### src/rtl/bin2bcd_if.sv
// Start/done handshake bundle between the arithmetic result and the
// binary-to-BCD converter.
interface bin2bcd_if #(
  parameter int WIDTH  = 14,
  parameter int DIGITS = 4
);
  logic                  start;
  logic [WIDTH-1:0]      bin_in;
  logic                  busy;
  logic                  done;
  logic [4*DIGITS-1:0]   bcd_out;
  logic                  overflow;

  modport master (output start, bin_in, input busy, done, bcd_out, overflow);
  modport slave  (input start, bin_in, output busy, done, bcd_out, overflow);
endinterface

### src/rtl/bin2bcd_seq.sv
// Sequential double-dabble binary-to-BCD converter, one operand bit per
// clock. Result is bin_in mod 10^DIGITS; overflow is the sticky OR of the
// bits shifted out of the top digit, i.e. set iff bin_in >= 10^DIGITS.
module bin2bcd_seq #(
  parameter int WIDTH  = 14,
  parameter int DIGITS = 4
) (
  input  logic      clk,
  input  logic      reset,
  bin2bcd_if.slave  bus
);
  localparam int CW = $clog2(WIDTH + 1);

  localparam logic [1:0] IDLE  = 2'd0;
  localparam logic [1:0] SHIFT = 2'd1;
  localparam logic [1:0] DONE  = 2'd2;

  logic [1:0]                 state;
  logic [WIDTH-1:0]           bin_q;
  logic [DIGITS-1:0][3:0]     bcd_q;
  logic [DIGITS-1:0][3:0]     adj;
  logic [4*DIGITS:0]          cat;
  logic                       ovf_q;
  logic [CW-1:0]              cnt;
  logic                       done_q;
  logic                       ovf_out;
  logic [4*DIGITS-1:0]        bcd_out_q;

  // Add-3 correction on every digit that would reach >= 10 after doubling.
  genvar d;
  generate
    for (d = 0; d < DIGITS; d++) begin : g_dig
      assign adj[d] = (bcd_q[d] >= 4'd5) ? bcd_q[d] + 4'd3 : bcd_q[d];
    end
  endgenerate

  // Corrected digits with the next operand bit appended; the top bit is
  // what falls off the most significant digit on this shift.
  assign cat = {adj, bin_q[WIDTH-1]};

  // Control FSM and datapath. The result is registered on the final shift
  // so it is already valid in the single DONE cycle.
  always_ff @(posedge clk) begin
    if (reset) begin
      state     <= IDLE;
      bin_q     <= '0;
      bcd_q     <= '0;
      ovf_q     <= 1'b0;
      cnt       <= '0;
      done_q    <= 1'b0;
      ovf_out   <= 1'b0;
      bcd_out_q <= '0;
    end else begin
      done_q <= 1'b0;
      case (state)
        IDLE: begin
          if (bus.start) begin
            bin_q <= bus.bin_in;
            bcd_q <= '0;
            ovf_q <= 1'b0;
            cnt   <= CW'(WIDTH);
            state <= SHIFT;
          end
        end
        SHIFT: begin
          bin_q <= bin_q << 1;
          bcd_q <= cat[4*DIGITS-1:0];
          ovf_q <= ovf_q | cat[4*DIGITS];
          cnt   <= cnt - 1'b1;
          if (cnt == CW'(1)) begin
            bcd_out_q <= cat[4*DIGITS-1:0];
            ovf_out   <= ovf_q | cat[4*DIGITS];
            done_q    <= 1'b1;
            state     <= DONE;
          end
        end
        DONE:    state <= IDLE;
        default: state <= IDLE;
      endcase
    end
  end

  assign bus.busy     = (state != IDLE);
  assign bus.done     = done_q;
  assign bus.bcd_out  = bcd_out_q;
  assign bus.overflow = ovf_out;
endmodule

### src/flat_wrapper.sv
// flat-port wrapper written by rule: the top's interface ports become plain ports
module bin2bcd_seq_flat 
#(
  parameter int WIDTH  = 14,
  parameter int DIGITS = 4
)
  (clk, reset, bus_start, bus_bin_in, bus_busy, bus_done, bus_bcd_out, bus_overflow);
  bin2bcd_if #(.WIDTH(WIDTH), .DIGITS(DIGITS)) bus_i ();
  input  logic clk;
  input  logic reset;
  input wire logic [$bits(bus_i.start)-1:0] bus_start;
  input wire logic [$bits(bus_i.bin_in)-1:0] bus_bin_in;
  output wire logic [$bits(bus_i.busy)-1:0] bus_busy;
  output wire logic [$bits(bus_i.done)-1:0] bus_done;
  output wire logic [$bits(bus_i.bcd_out)-1:0] bus_bcd_out;
  output wire logic [$bits(bus_i.overflow)-1:0] bus_overflow;
  assign bus_i.start = bus_start;
  assign bus_i.bin_in = bus_bin_in;
  assign bus_busy = bus_i.busy;
  assign bus_done = bus_i.done;
  assign bus_bcd_out = bus_i.bcd_out;
  assign bus_overflow = bus_i.overflow;
  bin2bcd_seq #(.WIDTH(WIDTH), .DIGITS(DIGITS)) u_core (.clk(clk), .reset(reset), .bus(bus_i));
endmodule
### config.mk
export PLATFORM = sky130hd
export DESIGN_NAME = bin2bcd_seq_flat
export DESIGN_NICKNAME = d
export VERILOG_FILES = /design/src/rtl/bin2bcd_if.sv /design/src/rtl/bin2bcd_seq.sv /design/src/flat_wrapper.sv
export SDC_FILE = /design/constraint.sdc
export NUM_CORES = 1
export LEC_CHECK = 0
export BUFFER_PORTS_ARGS = -buffer_cell sky130_fd_sc_hd__buf_2
export CAP_MARGIN = 20
export CORE_MARGIN = 8
export CORE_UTILIZATION = 29
export DETAILED_ROUTE_END_ITERATION = 8
export PLACE_DENSITY = 0.56
export SETUP_SLACK_MARGIN = 0.15
export SLEW_MARGIN = 20
export SYNTH_ARGS = -nofsm -noshare
export SYNTH_HDL_FRONTEND = slang
export SYNTH_SLANG_ARGS = --single-unit
export TNS_END_PERCENT = 5
### constraint.sdc
create_clock -name clk -period 1.7 [get_ports clk]
set_input_delay 0.085 -clock clk [delete_from_list [all_inputs] [get_ports clk]]
set_output_delay 0.085 -clock clk [all_outputs]
set_load 0.05 [all_outputs]
Yosys cells after proc, flatten, opt, wreduce, memory -nomap -nowiden
Index checks and enable logic that the tools add are counted.
- reduce and logical (&&, ||, !) cells: 7
- $add $sub $neg: 5
- order comparisons: 4
- bitwise logic cells: 2
- equal/unequal tests: 4
- mux-type cells: 16
- operator list (operator ; number):
    case mux 16 bit (2 select lines) ; 1
    case mux 14 bit (2 select lines) ; 1
    2-to-1 mux 4 bit ; 5
    adder 4 x 2 -> 4 bit (second input constant) ; 4
    greater-or-equal comparator 4 x 3 -> 1 bit (second input constant) ; 4
    2-to-1 mux 16 bit ; 1
    2-to-1 mux 14 bit ; 1
    case mux 4 bit (2 select lines) ; 1
    AND reduction 2 bit ; 3
    == test 4 x 1 -> 1 bit (second input constant) ; 1
    2-to-1 mux 2 bit ; 2
    case mux 2 bit (2 select lines) ; 1
    nonzero test 2 bit ; 2
    subtractor 4 x 1 -> 4 bit (second input constant) ; 1
    == test 2 x 1 -> 1 bit (second input constant) ; 1
    logical NOT 2 bit ; 1
    2-to-1 mux 1 bit ; 2
    != test 2 x 1 -> 1 bit (second input constant) ; 1
    != test 2 bit (second input constant) ; 1
    case mux 1 bit (2 select lines) ; 1
    OR reduction 2 bit ; 1
    NOT 1 bit ; 1
    OR 1 bit ; 1
- bits of input ports: 17
- register bits after elaboration: 55

Depth between registers and ports, before layout
Gate-level depths: netlist (run 1).
- word-level depth: 4
- depth in mapped cells: 8
- mapped depth without buffers: 7

Worst setup path after synthesis (run 1)
OpenSTA, ideal clock, no wires.
- kind: flip-flop to flip-flop
- from: reg u_core.bcd_q[0] (netlist bit)
- to: reg u_core.bcd_out_q[2], in the netlist u_core.bus.bcd_out[2]
- path slack: 0.236 ns
- cell stages (with the launch flop): 7
- required time: 1.625 ns
- library setup time: 0.075 ns
- clock period less this slack: 1.464 ns
- arrival: 1.389 ns
- path through: dfxtp_1 > inv_1 > ha_1 > nand2b_1 > a21oi_1 > mux2_2 > o22ai_1
- longest elaborated chain between the ends: 2
- elaborated cells between the ends (all ways): 3
- ends and longest elaborated chain (what ; line ; text):
    start, declared ; bin2bcd_seq.sv:20 ; logic [DIGITS-1:0][3:0] bcd_q;
    start signal, assigned ; bin2bcd_seq.sv:67 ; bcd_q <= cat[4*DIGITS-1:0];
    adder 4 x 2 -> 4 bit or greater-or-equal comparator 4 x 3 -> 1 bit (tied branches) ; bin2bcd_seq.sv:33 ; assign adj[d] = (bcd_q[d] >= 4'd5) ? bcd_q[d] + 4'd3 : bcd_q[d];
    2-to-1 mux 4 bit * ; bin2bcd_seq.sv:33 ;
    end signal, assigned ; bin2bcd_seq.sv:71 ; bcd_out_q <= cat[4*DIGITS-1:0];
    end, declared ; bin2bcd_seq.sv:27 ; logic [4*DIGITS-1:0] bcd_out_q;
Mark *: on every way between the ends. The rest lies on a longest branch, timed or not.
A chain may end at the register's enable or synchronous reset.

Worst setup path in the final report (run 1)
- from: reg u_core.state[1]
- to: out bus_busy
- longest elaborated chain between the ends: 1
- ends and longest elaborated chain (what ; line ; text):
    start, declared ; bin2bcd_seq.sv:18 ; logic [1:0] state;
    start signal, assigned ; bin2bcd_seq.sv:45 ; state <= IDLE;
    start signal, assigned ; bin2bcd_seq.sv:62 ; state <= SHIFT;
    start signal, assigned ; bin2bcd_seq.sv:74 ; state <= DONE;
    nonzero test 2 bit ; bin2bcd_seq.sv:83 ; assign bus.busy = (state != IDLE);
    end, declared ; flat_wrapper.sv:13 ; output wire logic [$bits(bus_i.busy)-1:0] bus_busy;
No other way between the ends.

==> run metrics, run 1 <==
post-route setup slack=between 0.15 and 0.2 ns; largest family of logic cells by synthesized area=compound AO/OA/AOI/OAI gates; port bufs=35; reg2reg path depth=6; Nets=approximately 380; wire per inst=about 14 um; max-slew violation count=0; Post-Route WL=roughly 6500 um; Die X=between 100 and 150 um; Synthesis Warnings=0; WHS Path Cells=2; Async SR Flop Fraction=0; post-synthesis sequential area ratio=0.421; reg-to-reg endpoint=u_core.bus.bcd_out[2]; CTS tree=built; Initial DRC Count=77; CP startpoint kind=register; count of final setup violators=0; Hold Path Class=in2reg; Primary FF master, synth=dfxtp_1; Final Wtd Congestion=0.736; Tmin final=around 1.5 ns; die area=around 12,000 um^2; post-synth top area share=0.421; CTS buffer count=5; largest net degree at the start of global routing=26; first-pass GRT wire length=around 11,000 um; worst r2r src=u_core.bcd_q[0]; syn avg cell area=about 8.5 um^2; hold path startpoint=reset; Post-Route Setup TNS=0 ns; main area contributors after synthesis=dfxtp_1, nor2_1, a21oi_1; vias in the first global route=about 2,200; Pleak=between 1 and 1.5 nW; VDD IR max=405 uV; XOR/XNOR share of the synthesized area=0.0134; Overflow after GRT=0; DRC viols=0; Clk Latency, worst-skew pair=roughly 0.31 ns; initial core utilization=0.300; total power=roughly 2.6 mW; Via Count=roughly 2,300; number of fill cells=925; Die Y=approximately 110 um; clock sink count=55; Detail Route Antenna Nets=0; crit end category=primary output; CTS Buffer Depth=2; GR Util All Layers=0.105; cells after synthesis=between 300 and 400; Layout Utilization=0.354; status=finished, final reports clean; H-tree depth=2; Synth cell types=41; adder-cell share of the synthesized area=0.0478; core footprint=roughly 8700 um^2; Synth-to-Final Area Change=17.8%; antenna diode count=0; Cell Pwr Density=835 nW/um^2; Synth Cell Area=~2600 um^2; CP required=1.62 ns; crit-path max FO=9; RSZ-0062 raised after global routing=true; Row Count=34; area leader, netlist=dfxtp_1; Final Hold Violating Endpoints=0; MaxCap Viol Count=0; most common cell in the netlist=dfxtp_1; most frequent cells after synthesis=dfxtp_1, nor2_1, a21oi_1; mux contribution to synthesized area=0.0158; TritonRoute pass-1 iters=4; WP data arrival=1.46 ns; hpwl dp=between 4000 and 5000 um; Worst R2R Setup Slack=approximately 0.17 ns; Crit Path Class=reg2out; achievable frequency=around 650 MHz; ratio of cells with drive above 1 in the final layout=0.223; ratio of final minimum period to clock period=0.910; skew final=around 0.015 ns; syn nets=about 340; synthesis-stage register bit count=between 50 and 60; pre-CTS setup slack=0.101 ns; Vias/cell=approximately 4.9; initial antenna violation count=0; Clock Tree Root=clkbuf_8; Ports=36; Slew @ Worst Pin=roughly 0.5 ns; worst hold path endpoint=u_core.bin_q[6]; Synth Area in Compound Gates=0.252; Simple-Gate Fraction of Synth Area=0.185; clock slew seen by the registers of the worst setup and hold paths=about 0.1 ns; Post-synth EDFFs=0; Relative slew margins=0.662
cell type report:
class | count | area [um^2] | share of cell area
inverters | 21 | 78.8 | 0.0256
well taps | 108 | 135 | 0.0438
multi-input cells | 216 | 1370 | 0.444
flip-flops and latches | 55 | 1100 | 0.358
repair buffers | 51 | 295 | 0.0958
clock inverters | 1 | 30.0 | 0.00974
clock buffers | 6 | 72.6 | 0.0235
logic make-up after synthesis:
kind of cell	after synthesis
compound gates	95
buf+inv	38
xor+xnor	4
flops	55
mux	4
simple gates	103
fa+ha+maj	10
through the flow:
step | hold WS (ns) | area (um^2) | instances
after CTS | 0.105 | 3060 | 457
after global routing | 0.119 | 3080 | 458
after global placement | 0.428 | 2950 | 450
after floorplan | 0.325 | 2620 | 309
final | 0.113 | 3080 | 458
after detailed placement | 0.455 | 2950 | 450
flip-flops by register name (all words and copies together), names as in the netlist:
signal,cells
u_core.bcd_q,16
u_core.bus.bcd_out,16
u_core.bin_q,14
u_core.cnt,4
u_core.state,2
u_core.bus.done,1
u_core.bus.overflow,1
u_core.ovf_q,1
worst max-delay path: stages, from the launching register on:
cell     delay [ns]
dfxtp_1        0.44
buf_4          0.20
inv_1          0.14
nand2_1        0.11
buf_2          0.26
cell usage in the layout (no fill, tap or decap), types with 2 or more instances in the layout:
cell type,n
nand3_1,7
ha_1,9
o21ai_0,12
a311oi_1,2
a22o_1,6
a21oi_1,30
inv_1,20
mux2i_1,3
buf_2,35
o221a_2,7
xnor2_1,4
nand2_1,12
nor3_1,7
o22ai_1,3
a21o_1,6
a221oi_1,2
o21ai_1,2
buf_4,16
nor3b_1,6
a2111oi_2,2
nor2_1,53
nand2b_1,6
o2bb2ai_1,3
and3_1,6
a211oi_1,10
dfxtp_1,54
a2111oi_1,3
a21oi_2,3
clkbuf_8,5
repair_timing:
item	4_1_cts	5_1_grt
hold buffers	0	0
pin swaps	0	2
setup endpoints to repair	10	30
buffers inserted	0	1
resized for setup	2	6
routing by layer:
| layer | share of wire | GRT usage |
|---|---|---|
| met5 | 0 | 0 |
| met3 | 0.032 | 0.0227 |
| met2 | 0.46 | 0.172 |
| met1 | 0.49 | 0.133 |
| met4 | 0.016 | 0.0369 |
power by group:
part / internal (mW) / switching (mW)
logic: 0.131 / 0.206
clock network: 0.433 / 0.423
registers: 1.34 / 0.0395
total: 1.91 / 0.669
how the worst max path moves through the flow:
stage                                from                    end  slack [ns]  cells past startpoint
after floorplan           u_core.bcd_q[0]  u_core.bus.bcd_out[2]        0.24                      6
after global placement    u_core.bcd_q[0]  u_core.bus.bcd_out[2]        0.17                      6
after detailed placement  u_core.bcd_q[0]  u_core.bus.bcd_out[2]        0.10                      6
after CTS                 u_core.bcd_q[0]  u_core.bus.bcd_out[2]        0.11                      6
after global routing      u_core.state[1]        u_core.bin_q[8]        0.07                      5
final                     u_core.state[1]               bus_busy        0.15                      4
No activity file was read; power rests on OpenSTA's default activity.
==> run 2: changes to the inputs <==
--- a/config.mk
+++ b/config.mk
@@ -10,6 +10,7 @@
 export CORE_MARGIN = 8
 export CORE_UTILIZATION = 29
 export DETAILED_ROUTE_END_ITERATION = 8
+export GPL_TIMING_DRIVEN = 0
 export PLACE_DENSITY = 0.56
 export SETUP_SLACK_MARGIN = 0.15
 export SLEW_MARGIN = 20
==> run metrics, run 2 (synthesis gave the netlist of run 1 again) <==
Ports=36; initial antenna violation count=0; Slew @ Worst Pin=between 0.5 and 0.6 ns; Worst R2R Setup Slack=~0.088 ns; Nets=377; RSZ-0062 raised after global routing=true; CTS buffer count=5; core footprint=just under 9000 um^2; skew final=between 0.008 and 0.009 ns; Post-Route Setup TNS=0 ns; Met3 Wirelength=237 um; reg-to-reg endpoint=u_core.bus.bcd_out[2]; Crit Path Class=reg2reg; Clock Tree Root=clkbuf_8; TritonRoute pass-1 iters=4; most frequent cells in the layout=dfxtp_1, nor2_1, buf_2, a21oi_1, inv_1; Detail Route Antenna Nets=0; Final Hold Violating Endpoints=0; initial core utilization=0.300; wire per inst=between 15 and 20 um; Final Wtd Congestion=approximately 0.74; max-slew violation count=0; Setup Buffers After CTS=0; CP startpoint kind=register; worst r2r src=u_core.bcd_q[0]; Tmin final=about 1.6 ns; crit-path max FO=5; Synth-to-Final Area Change=16.2%; CTS Buffer Depth=2; Initial DRC Count=107; status=finished, final reports clean; most common cell after layout, fill and taps aside=dfxtp_1; Pleak=~1.3 nW; DR top layer=met4; largest net degree at the start of global routing=17; hold path startpoint=reset; Cell Pwr Density=a little over 800 nW/um^2; Hold Slack=approximately 0.059 ns; die area=about 12,000 um^2; GR Util All Layers=0.111; WHS Path Cells=2; clock slew seen by the registers of the worst setup and hold paths=approximately 0.10 ns; CP required=about 1.9 ns; port bufs=34; CTS tree=built; Relative slew margins=0.610; VDD IR max=~320 uV; antenna diode count=0; launch point of the worst path=u_core.bcd_q[0]; ratio of final minimum period to clock period=0.948; first-pass GRT wire length=about 11,000 um; number of fill cells=926; post-route setup slack=0.0877 ns; Die Y=111 um; crit end category=register; MaxCap Viol Count=0; DR WL met2=3270 um; Vias/cell=just over 5; hpwl dp=4870 um; Clk Latency, worst-skew pair=about 0.31 ns; ratio of cells with drive above 1 in the final layout=0.202; vias in the first global route=2,225; Hold Path Class=in2reg; achievable frequency=roughly 620 MHz; clock sink count=55; Via Count=about 2,300; WP data arrival=about 1.9 ns; H-tree depth=2; worst hold path endpoint=u_core.bin_q[4]; Post-Route WL=6980 um; Row Count=34; Layout Utilization=0.348; Overflow after GRT=0; DRT met1 WL=roughly 3400 um; DRC viols=0; count of final setup violators=0; pre-CTS setup slack=roughly 0.063 ns; reg2reg path depth=6; Die X=between 100 and 150 um
## run 2: through the flow
step	instances	power (mW)	cell area (um^2)
after global routing	459	2.61	3040
final	459	2.49	3040
after CTS	459	2.51	3030
after global placement	451	1.73	2920
after detailed placement	451	1.74	2920
after floorplan	309	1.63	2620
## run 2: what timing repair did
action,in CTS,in global routing
setup endpoints to repair,15,36
pin swaps,0,0
hold endpoints to repair,0,0
hold buffers,0,0
resized for setup,4,3
## run 2: layout make-up
| class | count | area (um^2) | area share |
|---|---|---|---|
| Multi-Input combinational cell | 216 | 1360 | 0.448 |
| Sequential cell | 55 | 1100 | 0.363 |
| Buffer | 17 | 92.6 | 0.0305 |
| Tap cell | 108 | 135 | 0.0445 |
| Clock inverter | 1 | 8.76 | 0.00288 |
| Clock buffer | 7 | 86.3 | 0.0284 |
| Timing Repair Buffer | 34 | 170 | 0.0560 |
| Inverter | 21 | 81.3 | 0.0268 |
## run 2: metal layers
layer  vias to the layer above  track usage
li1                       1173            -
met1                      1110        0.147
met2                        47        0.178
met3                         9       0.0200
met4                         0       0.0297
met5                         -            0
## run 2: power breakdown
| part | leakage [nW] | switching [mW] | internal [mW] | total [mW] |
|---|---|---|---|---|
| Sequential | 0.449 | 0.0417 | 1.34 | 1.38 |
| Clock | 0.0484 | 0.440 | 0.335 | 0.775 |
| Combinational | 0.807 | 0.214 | 0.119 | 0.333 |
| Total | 1.30 | 0.696 | 1.80 | 2.49 |
## run 2: worst max-delay path, cell delays in order (launching register included)
cell,delay [ns]
dfxtp_1,0.35
inv_1,0.10
ha_1,0.24
nand2b_1,0.12
a21oi_2,0.20
mux2_2,0.37
o22ai_1,0.16
## run 2: worst max path at each step
| stage | cells past startpoint | end |
|---|---|---|
| finish | 6 | u_core.bus.bcd_out[2] |
| global route | 6 | u_core.bus.bcd_out[2] |
| CTS | 6 | u_core.bus.bcd_out[2] |
| detailed placement | 5 | u_core.bus.bcd_out[10] |
| global placement | 5 | u_core.bus.bcd_out[14] |
| floorplan | 6 | u_core.bus.bcd_out[2] |
